## config.mk

```make
export PLATFORM = sky130hd
export DESIGN_NAME = uarecv
export DESIGN_NICKNAME = d
export VERILOG_FILES = /design/src/rtl/uarecv.sv
export SDC_FILE = /design/constraint.sdc
export NUM_CORES = 1
export LEC_CHECK = 0
export ABC_AREA = 1
export BUFFER_PORTS_ARGS = -buffer_cell sky130_fd_sc_hd__buf_4
export CAP_MARGIN = 5
export CORE_ASPECT_RATIO = 0.5
export CORE_MARGIN = 2
export CORE_UTILIZATION = 36
export CTS_CLUSTER_DIAMETER = 30
export DETAILED_ROUTE_END_ITERATION = 6
export GPL_ROUTABILITY_DRIVEN = 0
export GPL_TIMING_DRIVEN = 0
export PLACE_DENSITY = 0.59
export SLEW_MARGIN = 20
export SYNTH_ARGS = -nofsm -noshare
export SYNTH_HDL_FRONTEND = slang
export SYNTH_SLANG_ARGS = --single-unit
```

## constraint.sdc

```tcl
create_clock -name clk -period 2.28 [get_ports clk]
set_clock_uncertainty 0.1 [all_clocks]
set_input_delay 0.228 -clock clk [delete_from_list [all_inputs] [get_ports clk]]
set_output_delay 0.228 -clock clk [all_outputs]
set_load 0.01 [all_outputs]
```

## src/rtl/uarecv.sv

```systemverilog
`default_nettype none
// ============================================================================
// Module      : uarecv
// Description : Oversampling 8N1 UART receiver with ready/ack handshake,
//               frame-error pulse, break hold-off and sticky overrun flag.
// Revision    : 1.0 - initial release
// ============================================================================
module uarecv #(
   parameter int OSR = 16
) (
   input  logic       clk,
   input  logic       rst_n,
   input  logic       en,
   input  logic       serial_in,
   input  logic       ack,
   output logic [7:0] data_out,
   output logic       rdy,
   output logic       frame_err,
   output logic       overrun
);

   localparam int              c_TW        = $clog2(OSR);
   localparam logic [c_TW-1:0] c_HALF_LAST = c_TW'(OSR / 2 - 1);
   localparam logic [c_TW-1:0] c_FULL_LAST = c_TW'(OSR - 1);
   localparam logic [c_TW-1:0] c_TICK_ONE  = c_TW'(1);

   typedef enum logic [2:0] {
      S_IDLE  = 3'd0,
      S_START = 3'd1,
      S_DATA  = 3'd2,
      S_STOP  = 3'd3,
      S_BREAK = 3'd4
   } state_t;

   state_t          r_state, w_state_nxt;
   logic [c_TW-1:0] r_tick, w_tick_nxt;
   logic [2:0]      r_bit, w_bit_nxt;
   logic [7:0]      r_shift, w_shift_nxt;
   logic            r_sync1, r_sync2;
   logic            w_line;
   logic            w_byte_done;
   logic            w_stop_err;

   assign w_line = r_sync2;

   // Synchronizer idles high so reset never looks like a start bit
   always_ff @(posedge clk or negedge rst_n) begin
      if (!rst_n) begin
         r_sync1 <= 1'b1;
         r_sync2 <= 1'b1;
      end else begin
         r_sync1 <= serial_in;
         r_sync2 <= r_sync1;
      end
   end

   always_ff @(posedge clk or negedge rst_n) begin
      if (!rst_n) begin
         r_state <= S_IDLE;
         r_tick  <= '0;
         r_bit   <= '0;
         r_shift <= '0;
      end else begin
         r_state <= w_state_nxt;
         r_tick  <= w_tick_nxt;
         r_bit   <= w_bit_nxt;
         r_shift <= w_shift_nxt;
      end
   end

   always_comb begin
      w_state_nxt = r_state;
      w_tick_nxt  = r_tick;
      w_bit_nxt   = r_bit;
      w_shift_nxt = r_shift;
      w_byte_done = 1'b0;
      w_stop_err  = 1'b0;
      if (en) begin
         case (r_state)
            S_IDLE: begin
               if (!w_line) begin
                  w_state_nxt = S_START;
                  w_tick_nxt  = '0;
               end
            end
            S_START: begin
               if (r_tick == c_HALF_LAST) begin
                  w_tick_nxt  = '0;
                  w_bit_nxt   = '0;
                  w_state_nxt = w_line ? S_IDLE : S_DATA;
               end else begin
                  w_tick_nxt = r_tick + c_TICK_ONE;
               end
            end
            S_DATA: begin
               if (r_tick == c_FULL_LAST) begin
                  w_tick_nxt  = '0;
                  w_shift_nxt = {w_line, r_shift[7:1]};
                  if (r_bit == 3'd7) begin
                     w_state_nxt = S_STOP;
                  end else begin
                     w_bit_nxt = r_bit + 3'd1;
                  end
               end else begin
                  w_tick_nxt = r_tick + c_TICK_ONE;
               end
            end
            S_STOP: begin
               if (r_tick == c_FULL_LAST) begin
                  w_tick_nxt = '0;
                  if (w_line) begin
                     w_byte_done = 1'b1;
                     w_state_nxt = S_IDLE;
                  end else begin
                     w_stop_err  = 1'b1;
                     w_state_nxt = S_BREAK;
                  end
               end else begin
                  w_tick_nxt = r_tick + c_TICK_ONE;
               end
            end
            S_BREAK: begin
               if (w_line) begin
                  w_state_nxt = S_IDLE;
               end
            end
            default: begin
               w_state_nxt = S_IDLE;
            end
         endcase
      end
   end

   // A completing byte takes priority over a simultaneous ack
   always_ff @(posedge clk or negedge rst_n) begin
      if (!rst_n) begin
         data_out  <= 8'h00;
         rdy       <= 1'b0;
         overrun   <= 1'b0;
         frame_err <= 1'b0;
      end else begin
         frame_err <= w_stop_err;
         if (w_byte_done) begin
            data_out <= r_shift;
            rdy      <= 1'b1;
            overrun  <= ack ? 1'b0 : (overrun | rdy);
         end else if (ack) begin
            rdy     <= 1'b0;
            overrun <= 1'b0;
         end
      end
   end

endmodule
`default_nettype wire

```

==> impl_results.md, run 1 <==
- Status: complete, no violations
- Initial Util: 38.66%
- Synthesized-area fraction occupied by xor and xnor cells: approximately 1.1%
- Switch Pwr: 0.0004915 W
- Most frequent cells after synthesis: nand2_1, dfrtp_1, inv_1, o21ai_2, nor2_1
- CTS sink count: 31
- I/O Buffers: 15
- Vias/cell: ~4.6
- Share of cells above drive strength 1: a little over a quarter
- Worst R2R Start: r_bit[0]$_DFFE_PN0P_
- Longest Clk Path Bufs: 2
- Setup ws final: 0.6743 ns
- Placed wire-length estimate: around 2000 µm
- RSZ-0062 raised after global routing: no
- Synth top area share: 46.89%
- Compound-cell area share of the yosys netlist: between 10% and 20%
- ANT nets after route: 0
- Avg Cell Area, Syn: ~8.8 µm²
- Post-synthesis mux area share: 0%
- Rows: 16
- Crit share post-route: a little over two thirds
- Initial DRC count: 32
- Setup TNS: 0 ns
- WL final: about 2800 µm
- Die area: approximately 4900 µm²
- Post-CTS Hold Buffers: 2
- CP Class: reg -> reg
- Hold slack: ~0.11 ns
- Sequential share of power: 44.2%
- Mapped Cells: roughly 180
- Core box area: around 4000 µm²
- Main synth FF type: dfrtp_1
- Clock Power Share: 29.6%
- Sw frac: 33.79%
- Slew Limit Fails: 0
- R2R depth: 8
- Post-synth top area cell: dfrtp_1
- Crit path DAT: between 1.5 and 2 ns
- Int Power: 0.0009632 W
- Hold Vio Cnt, Final: 0
- Antenna violations before repair: 0
- TritonCTS Buffers: 5
- Clock-pin slew on the worst setup and hold paths: approximately 0.060 ns
- Number of enable flip-flop cells after synthesis: 0
- Die Height: between 50 and 60 µm
- Worst-path fanout max: 4
- Multi-input gate area: about 660 µm²
- Adder-cell share of the synthesized area: ~2.4%
- Simple-Gate Fraction of Synth Area: 27.16%
- Flop2flop setup slack: slightly below 0.7 ns
- FF+latch count, synth: 31
- Register area share after synthesis: approximately 50%
- Most common cell in the netlist: nand2_1
- Wire per inst: between 10 and 15 µm
- Ant diodes: 0
- Worst Hold Endpoint: overrun$_DFFE_PN0P_
- Drt drc: 0
- Worst-Margin Slew: 0.3919 ns
- Cell depth of the worst hold path: 4
- PwrDens: ~790 nW/µm²
- Gr usage total: 13.09%
- Pleak: a little over 0.9 nW
- Gr ovfl total: 0
- Number of library cell types mapped by synthesis: 19
- Die W: between 90 and 100 µm
- DRT Pass-1 Iters: 4
- Reg2reg end: r_bit[0]$_DFFE_PN0P_
- Maximum vdd ir drop: between 200 and 300 µV
- FFs w/ async S/R, synth: 100.0%
- Max-slew headroom: between 70% and 80%
- Setup-failing EPs final: 0
- Ys Warns: 0
- Vias in the first global route: about 1100
- Root Buffer: clkbuf_8
- Syn nets: between 150 and 200
- Largest net degree at the start of global routing: 32
- # Post-CTS Setup Buffers: 0
- Hold_sp: ack
- Main combinational cell family by area after synthesis: simple AND/OR/NAND/NOR gates
- # resized after CTS: 0
- Fillers: ~420
- Area contributors post-synth: dfrtp_1, nand2_1, o21ai_2
- Clock tree from TritonCTS: done
- Fin crit period: ~1.6 ns
- CP Capture Type: flip-flop
- Vias: around 1200
- First-pass GRT wire length: approximately 5000 µm
- Pre-CTS WS: between 0.6 and 0.7 ns
- Startpoint Class: flip-flop
- FF+latch area: slightly below 800 µm²
- Combinational group share of total power: a little over a quarter
- Mapped Area: approximately 1500 µm²
- Max cap viols: 0
- Synth-to-layout area growth: 18.59%
- F_max: between 600 and 700 MHz
- HP Class: in -> reg
- I/O pin total: 16
- Worst-skew pair later-pin latency: ~0.28 ns
- CTS HTree Levels: 2
- Worst path required time: roughly 2.4 ns
- Final nets: between 200 and 250
critical path: stages (launching register included):
cell     delay [ns]
dfrtp_1        0.40
ha_1           0.21
ha_1           0.18
inv_1          0.09
nand3_1        0.11
nand2_1        0.14
nand3_1        0.15
nand2_1        0.08
nand2_1        0.05
metrics by stage:
| stage | std cells | cell area, µm² | util (%) | power [W] |
|---|---|---|---|---|
| 3_5_place_dp | 244 | 1728 | 43.16 | 0.001030 |
| 2_1_floorplan | 175 | 1548 | - | 0.0009438 |
| 5_1_grt | 253 | 1836 | 45.84 | 0.001576 |
| 6_report | 253 | 1836 | 45.84 | 0.001455 |
| 4_1_cts | 253 | 1836 | 45.84 | 0.001475 |
| 3_3_place_gp | 244 | 1728 | 43.16 | 0.001026 |
power groups by stage:
stage | clock network [W] | logic (W) | registers, W
4_1_cts | 0.000450 | 0.000383 | 0.000642
3_5_place_dp | 0 | 0.000378 | 0.000652
5_1_grt | 0.000487 | 0.000440 | 0.000648
6_report | 0.000430 | 0.000382 | 0.000642
2_1_floorplan | 0 | 0.000302 | 0.000642
3_3_place_gp | 0 | 0.000375 | 0.000651
registers in the layout (all words and copies together), names as in the netlist:
register and cells:
r_sync2 1, overrun 1, rdy 1, r_sync1 1
r_bit 3, frame_err 1, r_tick 4, r_state 3
r_shift 8, data_out 8
cell usage in the layout, fill, tap and decap left out, types with 2 or more instances in the layout:
| cell type | instances |
|---|---|
| inv_1 | 22 |
| nand2_1 | 53 |
| clkbuf_8 | 6 |
| nor2_2 | 4 |
| buf_6 | 2 |
| nor2_1 | 16 |
| nand3_1 | 13 |
| dfrtp_1 | 29 |
| o21ai_2 | 17 |
| buf_4 | 16 |
| dfstp_2 | 2 |
| nand3_4 | 2 |
| dlygate4sd3_1 | 2 |
| o21ai_0 | 5 |
| ha_1 | 3 |
worst max-delay path by stage:
stage	from	to	slack, ns	cells after the start
2_1_floorplan	r_tick[0]$_DFFE_PN0P_	r_shift[4]$_DFFE_PN0P_	0.84	7
3_3_place_gp	r_bit[0]$_DFFE_PN0P_	r_bit[0]$_DFFE_PN0P_	0.70	8
3_5_place_dp	r_tick[0]$_DFFE_PN0P_	r_shift[4]$_DFFE_PN0P_	0.69	7
4_1_cts	r_bit[0]$_DFFE_PN0P_	r_bit[0]$_DFFE_PN0P_	0.67	8
5_1_grt	r_tick[0]$_DFFE_PN0P_	r_state[2]$_DFFE_PN0P_	0.53	8
6_report	r_bit[0]$_DFFE_PN0P_	r_bit[0]$_DFFE_PN0P_	0.67	8
logic make-up (layout without fill, tap and decap cells):
kind of cell | Yosys count | count (layout)
simple gates | 91 | 91
flops | 31 | 31
buf+inv | 25 | 49
compound gates | 23 | 23
fa+ha+maj | 3 | 3
xor+xnor | 2 | 2
area by class of cell:
cell class	instances	area share (%)
sequential	31	42.40
multi-input combinational	119	35.79
clock buffer	6	4.499
timing repair buffer	17	7.226
buffer	3	1.636
clock inverter	1	0.2727
inverter	22	4.499
tap	54	3.681
layer usage:
metal  track usage, %  part of all wire, %  wire length, µm
met3            5.014                  3.2               91
met2            20.72                   46             1305
met1            17.02                   50             1397
met5                0                    0                0
met4            3.521                 0.75               21
Power figures use the tool's default switching activity.
==> run 2, diff against run 1 <==
Settings changed: PLACE_DENSITY 0.59 to 0.61.
Clock period 2.28 ns to 1.3 ns, I/O delays scaled along.
==> impl_results.md, run 2 (same netlist as run 1, synthesis figures left out) <==
- Status: finished, violations left
- Failing checks: negative setup slack
- Die area: 4872 µm²
- Maximum vdd ir drop: 495.5 µV
- Dpl cell area: between 1500 and 2000 µm²
- Vias/cell: between 4 and 5
- Final total power: approximately 0.0029 W
- Crit share post-route: 113.1%
- Drt drc: 0
- CP Capture Type: flip-flop
- Worst-Margin Slew: around 0.40 ns
- Largest regs: data_out x8, r_shift x8, r_tick x4
- Commonest non-fill, non-tap cell in the layout: nand2_1
- Root Buffer: clkbuf_8
- Worst-path fanout max: 10
- ANT nets after route: 0
- Rows: 16
- Multi-input gate area: between 700 and 800 µm²
- CTS HTree Levels: 2
- Cell depth of the worst hold path: 3
- Worst path required time: ~1.4 ns
- Pleak: ~1 nW
- Ant diodes: 0
- Fin crit period: around 1.5 ns
- Initial DRC count: 43
- Slew Limit Fails: 0
- Synth-to-layout area growth: 36.14%
- I/O Buffers: 15
- Clock tree from TritonCTS: done
- Die W: between 90 and 100 µm
- Hold_sp: en
- Most frequent cells in the layout: nand2_1, dfrtp_1, buf_4, inv_1, o21ai_2
- Vias: ~1300
- CP Class: reg -> reg
- Gr usage total: roughly 15%
- RSZ-0062 raised after global routing: yes
- TritonCTS Buffers: 5
- PwrDens: about 1400 nW/µm²
- Final cell count without fillers: about 270
- Pre-CTS WS: -0.2084 ns
- Share of cells above drive strength 1: between 40% and 50%
- Setup ws final: -0.1707 ns
- DRT Pass-1 Iters: 4
- Antenna violations before repair: 0
- Placed insts: about 240
- Reg2reg end: data_out[1]$_DFFE_PN0P_
- Clock-pin slew on the worst setup and hold paths: about 0.07 ns
- Crit path DAT: approximately 1.6 ns
- Startpoint Class: flip-flop
- Vias in the first global route: about 1200
- Max-slew headroom: approximately 73%
- R2R depth: 6
- Fillers: roughly 380
- Longest Clk Path Bufs: 2
- Final cell area excluding filler cells: between 2000 and 2500 µm²
- Core box area: about 4000 µm²
- F_max: roughly 680 MHz
- Flop2flop setup slack: -0.17 ns
- Max cap viols: 0
- Placed wire-length estimate: about 2000 µm
- HP Class: in -> reg
- Hold slack: approximately 0.13 ns
- Worst-skew pair later-pin latency: around 0.28 ns
- FF+latch area: just under 800 µm²
- Wire per inst: ~12 µm
- CTS sink count: 31
- Largest net degree at the start of global routing: 32
- WL final: about 3300 µm
- Worst R2R Start: r_tick[0]$_DFFE_PN0P_
- Setup-failing EPs final: 27
- Initial Util: about 39%
- Final nets: 222
- Die Height: about 50 µm
- Worst Hold Endpoint: r_tick[2]$_DFFE_PN0P_
- Gr ovfl total: 0
- First-pass GRT wire length: 5644 µm
- I/O pin total: 16
- Hold Vio Cnt, Final: 0
-- run 2: changes by cell type in the layout (fill, tap and decap cells not counted), sizes merged --
cell,before,now
buf,18,31
clkbuf,6,5
clkinvlp,0,2
dlygate4sd3,2,3
nand3,16,17
-- run 2: critical path, cell delays in order, from the launching register on --
cell and delay (ns):
dfrtp_1 0.40, ha_4 0.19, nand3_4 0.12, nor2_8 0.17, nand3_4 0.13, buf_8 0.18, o21ai_2 0.11
-- run 2: layout make-up --
type	instances	share of cell area [%]
sequential	31	37.00
timing repair buffer	31	12.89
clock inverter	3	0.9501
clock buffer	5	3.266
tap	54	3.207
buffer	3	1.781
inverter	22	3.919
multi-input combinational	120	37.00
-- run 2: repair_timing --
action,4_1_cts,5_1_grt
gates resized for setup,21,11
pin swaps,4,11
setup endpoints to repair,27,29
hold buffers,3,0
setup buffers,10,2
cloned,2,0
endpoints found under the hold margin,33,0
-- run 2: worst max path at each step --
stage	from	slack, ns	end
after floorplan	r_tick[1]$_DFFE_PN0P_	-0.04	r_shift[4]$_DFFE_PN0P_
after global placement	r_state[2]$_DFFE_PN0P_	-0.18	r_shift[4]$_DFFE_PN0P_
after detailed placement	r_tick[0]$_DFFE_PN0P_	-0.21	data_out[1]$_DFFE_PN0P_
after CTS	r_tick[1]$_DFFE_PN0P_	-0.15	data_out[1]$_DFFE_PN0P_
after global routing	r_tick[0]$_DFFE_PN0P_	-0.27	r_state[0]$_DFFE_PN0P_
final	r_tick[0]$_DFFE_PN0P_	-0.17	data_out[1]$_DFFE_PN0P_
-- run 2: layer usage --
metal  track usage, %  wire length (µm)  vias up
met5                0                 0        -
met3            3.760                78        5
li1                 -                 -      632
met4            7.042                51        0
met2            23.38              1472       12
met1            19.39              1664      601
-- run 2: power breakdown --
group | total, W | switching (W) | internal (W) | leakage [nW]
clock network | 0.000756 | 0.000384 | 0.000372 | 0.0402
registers | 0.00113 | 0.0000853 | 0.00105 | 0.420
logic | 0.000979 | 0.000580 | 0.000398 | 0.557
total | 0.00287 | 0.00105 | 0.00182 | 1.02
-- run 2: metrics by stage --
step / utilization (%) / TNS, ns
finish: 52.63 / -3.569
detailed placement: 44.34 / -4.088
global placement: 44.34 / -3.705
CTS: 51.44 / -2.996
floorplan: - / -0.4983
global route: 52.63 / -5.843
==> run 3, diff against run 2 <==
Settings changed: CELL_PAD_IN_SITES_DETAIL_PLACEMENT set to 1, CELL_PAD_IN_SITES_GLOBAL_PLACEMENT set to 1, PLACE_DENSITY 0.61 to 0.75.
==> impl_results.md, run 3 (same netlist as run 1, synthesis figures left out) <==
- F_max: approximately 600 MHz
- Met2 usage: between 30% and 40%
- Max-slew headroom: roughly 73%
- Commonest non-fill, non-tap cell in the layout: buf_4
- Ant diodes: 0
- CP Capture Type: flip-flop
- WL final: ~6000 µm
- HP Class: in -> reg
- RSZ-0062 raised after global routing: yes
- TritonCTS Buffers: 5
- Reg2reg end: r_state[1]$_DFFE_PN0P_
- Flop2flop setup slack: -0.35 ns
- Die area: 4872 µm²
- Crit share post-route: 127.2%
- Wire per inst: 21.69 µm
- GR peak layer: met2
- Longest Clk Path Bufs: 2
- ANT nets after route: 0
- Hold slack: between 0.1 and 0.15 ns
- CP Class: reg -> reg
- Most frequent cells in the layout: buf_4, nand2_1, dfrtp_1, inv_1, o21ai_2
- Clock tree from TritonCTS: done
- Startpoint Class: flip-flop
- Placed insts: about 240
- Vias: approximately 1500
- CTS sink count: 31
- Worst R2R Start: r_tick[2]$_DFFE_PN0P_
- PwrDens: between 1500 and 2000 nW/µm²
- Initial Util: roughly two fifths
- Worst setup path end: r_state[1]$_DFFE_PN0P_
- Root Buffer: clkbuf_8
- Hold Vio Cnt, Final: 0
- Worst-Margin Slew: approximately 0.41 ns
- Share of cells above drive strength 1: between 50% and 60%
- First-pass GRT wire length: 7493 µm
- Setup-failing EPs final: 29
- Synth-to-layout area growth: 59.01%
- Pleak: between 1 and 1.5 nW
- R2R depth: 7
- Antenna violations before repair: 0
- Placed wire-length estimate: 2386 µm
- Worst-path fanout max: 6
- Setup ws final: -0.3537 ns
- Core box area: between 4000 and 5000 µm²
- Vias in the first global route: between 1000 and 1500
- Initial DRC count: 34
- DRT Pass-1 Iters: 4
- Die W: approximately 97 µm
- Clock-pin slew on the worst setup and hold paths: 0.08 ns
- Maximum vdd ir drop: 683.3 µV
- Gr ovfl total: 0
- Failing checks: negative setup slack
- Final total power: 0.003837 W
- Gr usage total: between 20% and 30%
- Grt met1 use: roughly a quarter
- Largest regs: data_out x8, r_shift x8, r_tick x4
- Fin crit period: between 1.5 and 2 ns
- Status: finished, violations left
- I/O pin total: 16
- CTS HTree Levels: 2
- Slew Limit Fails: 0
- Crit path DAT: 1.74 ns
- Vias/cell: between 5 and 6
- M3 GR Usage: just over 6%
- Drt drc: 0
- Crit path launch: r_tick[2]$_DFFE_PN0P_
- Pre-CTS WS: -0.2330 ns
- Final cell count without fillers: between 200 and 300
- Die Height: about 50 µm
- Max cap viols: 0
- Worst-skew pair later-pin latency: ~0.3 ns
- I/O Buffers: 15
- Setup TNS: -6.741 ns
- Worst path required time: roughly 1.4 ns
- Final nets: ~240
- Rows: 16
- Largest net degree at the start of global routing: 32
## run 3: changes by cell type in the layout (fill, tap and decap cells not counted), sizes merged
cell,change
buf,+12
bufinv,+1
clkbuf,+2
clkinvlp,-2
## run 3: worst max-delay path: stages (launching register included)
cell and delay, ns:
dfrtp_1 0.59, nand2_4 0.12, nor2_4 0.16, nor2_2 0.06, nor2_2 0.20, nand3_4 0.14, nand2_2 0.11, nand2_2 0.06
## run 3: layout make-up
type | count | area (µm²)
clock inverter | 2 | 35.03
inverter | 22 | 87.58
timing repair buffer | 44 | 422.9
multi-input combinational | 120 | 945.9
fill | 434 | 1543
buffer | 3 | 37.54
clock buffer | 6 | 82.58
tap | 54 | 67.56
sequential | 31 | 782.0
## run 3: per-layer routing
layer	up-vias	part of all wire, %
met5	-	0
met4	0	4.4
met3	24	5.1
met2	44	49
met1	756	42
li1	654	-
## run 3: what timing repair did
item                                   4_1_cts  5_1_grt
pin swaps                                    8       17
cloned                                       2        1
hold buffers                                 3        0
endpoints found under the hold margin       33        0
setup endpoints to repair                   28       29
setup buffers                               17        7
gates resized for setup                     39       41
## run 3: worst min path at each step
stage / startpoint / endpoint / slack (ns) / depth (start not counted)
final: en / r_tick[3]$_DFFE_PN0P_ / 0.13 / 4
after global routing: en / r_tick[3]$_DFFE_PN0P_ / 0.14 / 4
after CTS: en / r_tick[3]$_DFFE_PN0P_ / 0.15 / 4
after detailed placement: rst_n / r_bit[0]$_DFFE_PN0P_ / -0.01 / 1
after global placement: rst_n / r_bit[0]$_DFFE_PN0P_ / -0.01 / 1
after floorplan: rst_n / data_out[0]$_DFFE_PN0P_ / -0.27 / 0
## run 3: power breakdown
group	internal, W	switching, W
combinational	0.000627	0.000992
clock	0.000621	0.000445
sequential	0.00105	0.000102
## run 3: per-stage QoR
| stage | utilization [%] | cell area [µm²] |
|---|---|---|
| after floorplan | - | 1595 |
| final | 61.47 | 2461 |
| after detailed placement | 44.34 | 1775 |
| after global routing | 61.47 | 2461 |
| after global placement | 44.34 | 1775 |
| after CTS | 55.94 | 2240 |
